`config.mk`:
```
export PLATFORM = sky130hd
export DESIGN_NAME = writeback_arbiter
export DESIGN_NICKNAME = d
export VERILOG_FILES = /design/src/rtl/wb_pkg.sv /design/src/rtl/wb_fifo.sv /design/src/rtl/wb_starve_chk.sv /design/src/rtl/writeback_arbiter.sv
export SDC_FILE = /design/constraint.sdc
export NUM_CORES = 1
export LEC_CHECK = 0
export ABC_CLOCK_PERIOD_IN_PS = 4000
export BUFFER_PORTS_ARGS = -buffer_cell sky130_fd_sc_hd__buf_4
export CORE_AREA = 2 2 133 135
export DETAILED_ROUTE_END_ITERATION = 16
export DIE_AREA = 0 0 135 137
export GPL_TIMING_DRIVEN = 0
export MAX_ROUTING_LAYER = met4
export PLACE_DENSITY = 0.75
export SLEW_MARGIN = 5
export SYNTH_ARGS = -nofsm -noshare
export SYNTH_HDL_FRONTEND = slang
export SYNTH_SLANG_ARGS = --single-unit
```
`constraint.sdc`:
```
create_clock -name clk -period 4 [get_ports clk]
set_input_delay 0.8 -clock clk [delete_from_list [all_inputs] [get_ports clk]]
set_output_delay 0.8 -clock clk [all_outputs]
set_load 0.02 [all_outputs]
```
`src/rtl/wb_pkg.sv`:
```
// wb_pkg -- shared types and constants for the register-file writeback arbiter.
//   wb_req_t        : one pending register write {addr, data}
//   WB_* constants  : default widths, buffer depth and derived pointer/count
//                     widths, and the default starvation limit.
// Optional feature macro used by the arbiter: WB_STARVE_GUARD_EN.
package wb_pkg;

  localparam int WB_DATA_W       = 32;
  localparam int WB_ADDR_W       = 5;
  localparam int WB_FIFO_DEPTH   = 4;
  localparam int WB_PTR_W        = $clog2(WB_FIFO_DEPTH);
  localparam int WB_CNT_W        = WB_PTR_W + 1;
  localparam int WB_STARVE_LIMIT = 8;

  typedef struct packed {
    logic [WB_ADDR_W-1:0] addr;
    logic [WB_DATA_W-1:0] data;
  } wb_req_t;

  // Register 0 is hardwired to zero; writes to it are never real writes.
  function automatic logic is_real_reg(input logic [WB_ADDR_W-1:0] addr);
    return addr != {WB_ADDR_W{1'b0}};
  endfunction

endpackage

```
`src/rtl/wb_fifo.sv`:
```
// wb_fifo -- circular buffer for mult/div results awaiting the write port.
// Ports:
//   clk, rst_n            : clock, asynchronous active-low reset
//   enq, enq_addr/data    : push one entry (ignored when full)
//   deq                   : pop the head (ignored when empty)
//   head_addr/data        : current head entry
//   empty, full_next      : status now / full-ness after this cycle's update
//   ent_valid, ent_addr   : per-slot occupancy and destination, for the
//                           pending-destination scoreboard
module wb_fifo #(
  parameter int AW    = 5,
  parameter int DW    = 32,
  parameter int DEPTH = 4
) (
  input  logic                     clk,
  input  logic                     rst_n,
  input  logic                     enq,
  input  logic [AW-1:0]            enq_addr,
  input  logic [DW-1:0]            enq_data,
  input  logic                     deq,
  output logic [AW-1:0]            head_addr,
  output logic [DW-1:0]            head_data,
  output logic                     empty,
  output logic                     full_next,
  output logic [DEPTH-1:0]         ent_valid,
  output logic [DEPTH-1:0][AW-1:0] ent_addr
);

  localparam int PTR_W = $clog2(DEPTH);
  localparam int CNT_W = PTR_W + 1;

  logic [DEPTH-1:0][AW-1:0] addr_mem_r;
  logic [DEPTH-1:0][DW-1:0] data_mem_r;
  logic [DEPTH-1:0]         valid_r;
  logic [PTR_W-1:0]         rd_ptr_r;
  logic [PTR_W-1:0]         wr_ptr_r;
  logic [CNT_W-1:0]         count_r;
  logic [CNT_W-1:0]         count_next_s;
  logic                     full_s;
  logic                     enq_ok_s;
  logic                     deq_ok_s;

  assign full_s    = (count_r == CNT_W'(DEPTH));
  assign empty     = (count_r == {CNT_W{1'b0}});
  assign enq_ok_s  = enq && !full_s;
  assign deq_ok_s  = deq && !empty;
  assign full_next = (count_next_s == CNT_W'(DEPTH));
  assign head_addr = addr_mem_r[rd_ptr_r];
  assign head_data = data_mem_r[rd_ptr_r];
  assign ent_valid = valid_r;
  assign ent_addr  = addr_mem_r;

  // Occupancy after this cycle; push+pop together leaves it unchanged.
  always_comb begin
    count_next_s = count_r;
    case ({enq_ok_s, deq_ok_s})
      2'b10:   count_next_s = count_r + CNT_W'(1);
      2'b01:   count_next_s = count_r - CNT_W'(1);
      default: count_next_s = count_r;
    endcase
  end

  // Pointers, count and slot-valid flags; pointers wrap since DEPTH is 2^n.
  always_ff @(posedge clk or negedge rst_n) begin
    if (!rst_n) begin
      rd_ptr_r <= {PTR_W{1'b0}};
      wr_ptr_r <= {PTR_W{1'b0}};
      count_r  <= {CNT_W{1'b0}};
      valid_r  <= {DEPTH{1'b0}};
    end else begin
      count_r <= count_next_s;
      if (enq_ok_s) begin
        wr_ptr_r          <= wr_ptr_r + PTR_W'(1);
        valid_r[wr_ptr_r] <= 1'b1;
      end
      // Push and pop never target the same slot: that needs empty and full at once.
      if (deq_ok_s) begin
        rd_ptr_r          <= rd_ptr_r + PTR_W'(1);
        valid_r[rd_ptr_r] <= 1'b0;
      end
    end
  end

  // Payload storage; contents are only meaningful where valid_r is set.
  always_ff @(posedge clk) begin
    if (enq_ok_s) begin
      addr_mem_r[wr_ptr_r] <= enq_addr;
      data_mem_r[wr_ptr_r] <= enq_data;
    end
  end

endmodule

```
`src/rtl/wb_starve_chk.sv`:
```
// wb_starve_chk -- checker: upstream must hold pipe_we low while pipe_stall is up.
// Ports: clk, rst_n, pipe_stall, pipe_we (all observed only).
module wb_starve_chk (
  input logic clk,
  input logic rst_n,
  input logic pipe_stall,
  input logic pipe_we
);

  a_no_pipe_during_stall: assert property (
    @(posedge clk) disable iff (!rst_n) !(pipe_stall && pipe_we)
  );

endmodule

```
`src/rtl/writeback_arbiter.sv`:
```
// writeback_arbiter -- drives the register file's single write port from the
// never-stalled pipeline writeback and the valid/ready mult/div unit.
// Mult/div results are buffered in wb_fifo; the pipe always has priority.
// Ports:
//   pipe_we/addr/wd       : pipeline writeback request
//   md_valid/ready/addr/wd: mult/div result handshake
//   rf_we/addr/wd         : registered register-file write port
//   q_addr1/2, q_busy1/2  : pending-destination scoreboard queries
//   pipe_stall            : starvation guard request (0 unless enabled)
// Optional feature macro: WB_STARVE_GUARD_EN (starvation counter + pipe_stall).
module writeback_arbiter
  import wb_pkg::*;
#(
  parameter int BIT_DEPTH      = WB_DATA_W,
  parameter int LOG_PORT_DEPTH = WB_ADDR_W,
`ifdef WB_STARVE_GUARD_EN
  parameter int STARVE_LIMIT   = WB_STARVE_LIMIT,
`endif
  parameter int FIFO_DEPTH     = WB_FIFO_DEPTH
) (
  input  logic                      clk,
  input  logic                      rst_n,
  input  logic                      pipe_we,
  input  logic [LOG_PORT_DEPTH-1:0] pipe_addr,
  input  logic [BIT_DEPTH-1:0]      pipe_wd,
  input  logic                      md_valid,
  output logic                      md_ready,
  input  logic [LOG_PORT_DEPTH-1:0] md_addr,
  input  logic [BIT_DEPTH-1:0]      md_wd,
  output logic                      rf_we,
  output logic [LOG_PORT_DEPTH-1:0] rf_addr,
  output logic [BIT_DEPTH-1:0]      rf_wd,
  input  logic [LOG_PORT_DEPTH-1:0] q_addr1,
  input  logic [LOG_PORT_DEPTH-1:0] q_addr2,
  output logic                      q_busy1,
  output logic                      q_busy2,
  output logic                      pipe_stall
);

  logic                                     pipe_eff_s;
  logic                                     enq_s;
  logic                                     deq_s;
  logic                                     empty_s;
  logic                                     full_next_s;
  logic [LOG_PORT_DEPTH-1:0]                head_addr_s;
  logic [BIT_DEPTH-1:0]                     head_data_s;
  logic [FIFO_DEPTH-1:0]                    ent_valid_s;
  logic [FIFO_DEPTH-1:0][LOG_PORT_DEPTH-1:0] ent_addr_s;
  logic                                     hit1_s;
  logic                                     hit2_s;
  logic                                     md_ready_r;
  logic                                     rf_we_r;
  wb_req_t                                  issue_r;

  // md_ready is a register so it stays low throughout reset; it equals !full afterwards.
  assign pipe_eff_s = pipe_we && is_real_reg(pipe_addr);
  assign deq_s      = !pipe_eff_s && !empty_s;
  assign enq_s      = md_valid && md_ready_r && is_real_reg(md_addr);

  assign md_ready = md_ready_r;
  assign rf_we    = rf_we_r;
  assign rf_addr  = issue_r.addr;
  assign rf_wd    = issue_r.data;

  wb_fifo #(
    .AW    (LOG_PORT_DEPTH),
    .DW    (BIT_DEPTH),
    .DEPTH (FIFO_DEPTH)
  ) u_fifo (
    .clk       (clk),
    .rst_n     (rst_n),
    .enq       (enq_s),
    .enq_addr  (md_addr),
    .enq_data  (md_wd),
    .deq       (deq_s),
    .head_addr (head_addr_s),
    .head_data (head_data_s),
    .empty     (empty_s),
    .full_next (full_next_s),
    .ent_valid (ent_valid_s),
    .ent_addr  (ent_addr_s)
  );

  // Scoreboard: any occupied slot targeting the queried register (head included).
  always_comb begin
    hit1_s = 1'b0;
    hit2_s = 1'b0;
    for (int i = 0; i < FIFO_DEPTH; i++) begin
      if (ent_valid_s[i] && (ent_addr_s[i] == q_addr1)) begin
        hit1_s = 1'b1;
      end else begin
        hit1_s = hit1_s;
      end
      if (ent_valid_s[i] && (ent_addr_s[i] == q_addr2)) begin
        hit2_s = 1'b1;
      end else begin
        hit2_s = hit2_s;
      end
    end
  end

  assign q_busy1 = hit1_s && is_real_reg(q_addr1);
  assign q_busy2 = hit2_s && is_real_reg(q_addr2);

  // Issue register: pipe first, else FIFO head; addr/data hold when idle.
  always_ff @(posedge clk or negedge rst_n) begin
    if (!rst_n) begin
      rf_we_r    <= 1'b0;
      issue_r    <= '{addr: {LOG_PORT_DEPTH{1'b0}}, data: {BIT_DEPTH{1'b0}}};
      md_ready_r <= 1'b0;
    end else begin
      rf_we_r    <= pipe_eff_s || deq_s;
      md_ready_r <= !full_next_s;
      if (pipe_eff_s) begin
        issue_r <= '{addr: pipe_addr, data: pipe_wd};
      end else if (deq_s) begin
        issue_r <= '{addr: head_addr_s, data: head_data_s};
      end else begin
        issue_r <= issue_r;
      end
    end
  end

`ifdef WB_STARVE_GUARD_EN
  localparam int SC_W = $clog2(STARVE_LIMIT + 1);

  logic [SC_W-1:0] starve_cnt_r;
  logic [SC_W-1:0] starve_cnt_next_s;
  logic            pipe_stall_r;

  // Blocked-head counter: grows while the head loses to the pipe, clears on any pop.
  always_comb begin
    starve_cnt_next_s = starve_cnt_r;
    if (deq_s) begin
      starve_cnt_next_s = {SC_W{1'b0}};
    end else if (!empty_s && pipe_eff_s && (starve_cnt_r < SC_W'(STARVE_LIMIT))) begin
      starve_cnt_next_s = starve_cnt_r + SC_W'(1);
    end else begin
      starve_cnt_next_s = starve_cnt_r;
    end
  end

  // Stall stays up from reaching the limit until the head is finally popped.
  always_ff @(posedge clk or negedge rst_n) begin
    if (!rst_n) begin
      starve_cnt_r <= {SC_W{1'b0}};
      pipe_stall_r <= 1'b0;
    end else begin
      starve_cnt_r <= starve_cnt_next_s;
      pipe_stall_r <= (starve_cnt_next_s == SC_W'(STARVE_LIMIT));
    end
  end

  assign pipe_stall = pipe_stall_r;

  wb_starve_chk u_starve_chk (
    .clk        (clk),
    .rst_n      (rst_n),
    .pipe_stall (pipe_stall_r),
    .pipe_we    (pipe_we)
  );
`else
  assign pipe_stall = 1'b0;
`endif

endmodule

```
==> impl_metrics.ini <==
[worst_setup_path]
r2r_setup_slack_ns = 1.61
crit_type = in -> reg
rr_worst_depth = 10
cp.required_ns = 4.31
cp_max_fo = 7
start_kind = primary input
worstPathArrival_ns = 3.26
cp-end-kind = flip-flop

[sta]
drv_slew = 0
finalSetupViolCount = 0
final_hold_viol_count = 0
tns_ns = 0
rsz0062_at_grt = false
fmax_ghz = 0.3386
worst_slew_pin_slew_ns = 0.7001
period_minus_slack_ns = 2.953
slew_headroom_pct = 53.33
skew_ns = 0.008301
fin_crit_sh_pct = 73.83

[clock_tree]
cts.sinks = 198
cts_buffers = 17
htreeDepth = 4
post-cts-setup-buffer-count = 0
clk_path_buf_depth = 2
insertion_delay_ns = 0.43
root_buffer = clkbuf_16
clkTransAtPathRegs_ns = 0.07
cts_tree = yes
hold_buffers = 0
ctsResizeCount = 0

[logic_synthesis]
yosys_warnings = 0
synth_top_area_share_pct = 53.33
syn_area_um2 = 8333
synth_cells = 487
synth_nets = 585
synth_area_leader_cell = edfxtp_1
ys_seq_area_share_pct = 68.35
synth.avg_cell_area_um2 = 17.11
ys_types = 34
netlist_top_cells_area = edfxtp_1 53%, dfrtp_1 15%, mux4_2 10%
ys_seq_elements = 198

[placed_design]
port_buffers = 118
gp_congestion = 0.8896
place_hpwl_um = 12190
dp.cells = 834

[floorplanning]
io_pins = 130
die_w_um = 135
core_um2 = 17060
die-area_um2 = 18500
die_h_um = 137
start_util_pct = 48.86
rows = 48

[grt]
gr-total-overflow = 0
grt_pass1_vias = 5011
antenna_found_initial = 0
grt_start_max_net_pins = 51
grt_pass1_wl_um = 27330
grt.total_usage_pct = 20.81

[final_layout]
layout_common_cells = 148 x edfxtp_1, 126 x buf_4, 50 x dfrtp_1
antenna_cells = 0
fill_cells = 1356
final_cells = 866
area_delta_synth_final_pct = 22.16
nNetsFinal = 726
drive_gt1_share_pct = 35.26
layout_commonest_cell = edfxtp_1
multiInputGateArea_um2 = 2436
final-seq-area_um2 = 5695

[drt]
drt_iter0_drc = 314
ant_nets = 0
wirelength_um = 17420
wire_per_inst_um = 20.12
num_vias = 4635
drc = 0
first_pass_iters = 5
via_per_inst = 5.352

[pwr]
power.density_nw_per_um2 = 681.7
p_leak_nw = 3.764
vdd_drop_max_mv = 0.3952

[flow_run]
max_cap_viol_count = 0

[min_path]
hold_path.class = in -> async

[run_status]
status = finished, final reports clean
-- state kept, by name, indices dropped and copies added (netlist names) --
register,cells
u_fifo.data_mem_r,128
rf_wd,32
u_fifo.ent_addr,20
rf_addr,5
u_fifo.ent_valid,4
u_fifo.count_r,3
u_fifo.rd_ptr_r,2
u_fifo.wr_ptr_r,2
md_ready,1
rf_we,1
-- cells in the mapped netlist, drive strengths merged --
| cell type | count |
|---|---|
| ha | 9 |
| buf | 18 |
| and2 | 4 |
| edfxtp | 148 |
| o21a | 2 |
| a21oi | 32 |
| nand3 | 8 |
| a311oi | 1 |
| conb | 1 |
| inv | 9 |
| nand2 | 9 |
| a2bb2oi | 4 |
| xor2 | 34 |
| clkbuf | 12 |
| mux4 | 37 |
| o21ai | 7 |
| or4 | 4 |
| fa | 1 |
| xnor2 | 11 |
| nand4 | 2 |
| nor3 | 1 |
| nor4 | 8 |
| dfrtp | 50 |
| nor2 | 36 |
| mux2i | 38 |
| mux2 | 1 |
-- power by group --
group          internal (W)  switching [W]  total (W)  leakage (nW)
logic               0.00108        0.00121    0.00229          1.55
clock network      0.000979       0.000716    0.00169         0.288
registers           0.00273       0.000230    0.00296          1.92
-- final cells by class --
type / instances / share of cell area, %
tap: 225 / 2.765
inverter: 9 / 0.3319
sequential: 198 / 55.95
clock buffer: 22 / 4.671
timing repair buffer: 122 / 9.489
multi-input combinational: 250 / 23.93
clock inverter: 10 / 1.168
buffer: 30 / 1.696
-- worst max-delay path, cell delays in order --
cell	delay, ns
buf_4	0.11
or4_4	0.54
o21ai_4	0.21
inv_2	0.13
nor2_8	0.18
ha_1	0.20
inv_1	0.07
fa_1	0.42
xor2_1	0.15
nor2_1	0.14
xor2_1	0.21
nand2_1	0.09
-- through the flow --
step	area [µm²]	power, W	worst slack, ns	util, %	hold WS, ns
after global routing	10180	0.007304	0.9300	59.68	0.4451
after CTS	10180	0.007024	1.050	59.68	0.4324
final	10180	0.006940	1.047	59.68	0.4070
after floorplan	8333	0.004510	1.005	-	0.5044
after global placement	9500	0.005210	0.2640	55.70	0.5607
after detailed placement	9585	0.005327	0.6140	56.20	0.5618
-- cell families (layout without fill, tap and decap cells) --
logic type | Yosys count | count (layout) | synth area share (%)
AO/OA/AOI/OAI | 46 | 46 | 3.709
XOR/XNOR | 45 | 45 | 4.730
adder cells (fa/ha/maj) | 10 | 10 | 1.592
buffers and inverters | 39 | 193 | 2.477
flip-flops | 198 | 198 | 68.35
multiplexers | 76 | 76 | 14.74
other | 1 | 1 | 0.04500
AND/OR/NAND/NOR | 72 | 72 | 4.354
-- layer usage --
layer	GRT usage (%)	vias up	share of wire, %	wire, µm
li1	-	2123	-	-
met1	25.85	2342	41	7138
met2	34.09	142	52	8981
met3	4.000	28	4.9	855
met4	8.333	0	2.6	448
met5	-	-	0	0
-- worst paths after layout --
kind | startpoint | to
setup / recovery | pipe_addr[1] | md_ready
min in group clk | md_wd[3] | u_fifo.data_mem_r[35]
setup reg to reg | u_fifo.count_r[0] | md_ready
max in group asynchronous | rst_n | rf_wd[24]
hold reg to reg | rf_addr[1] | rf_addr[1]
hold / removal | rst_n | rf_wd[7]
Note: power is estimated with default switching activity, not from simulation.
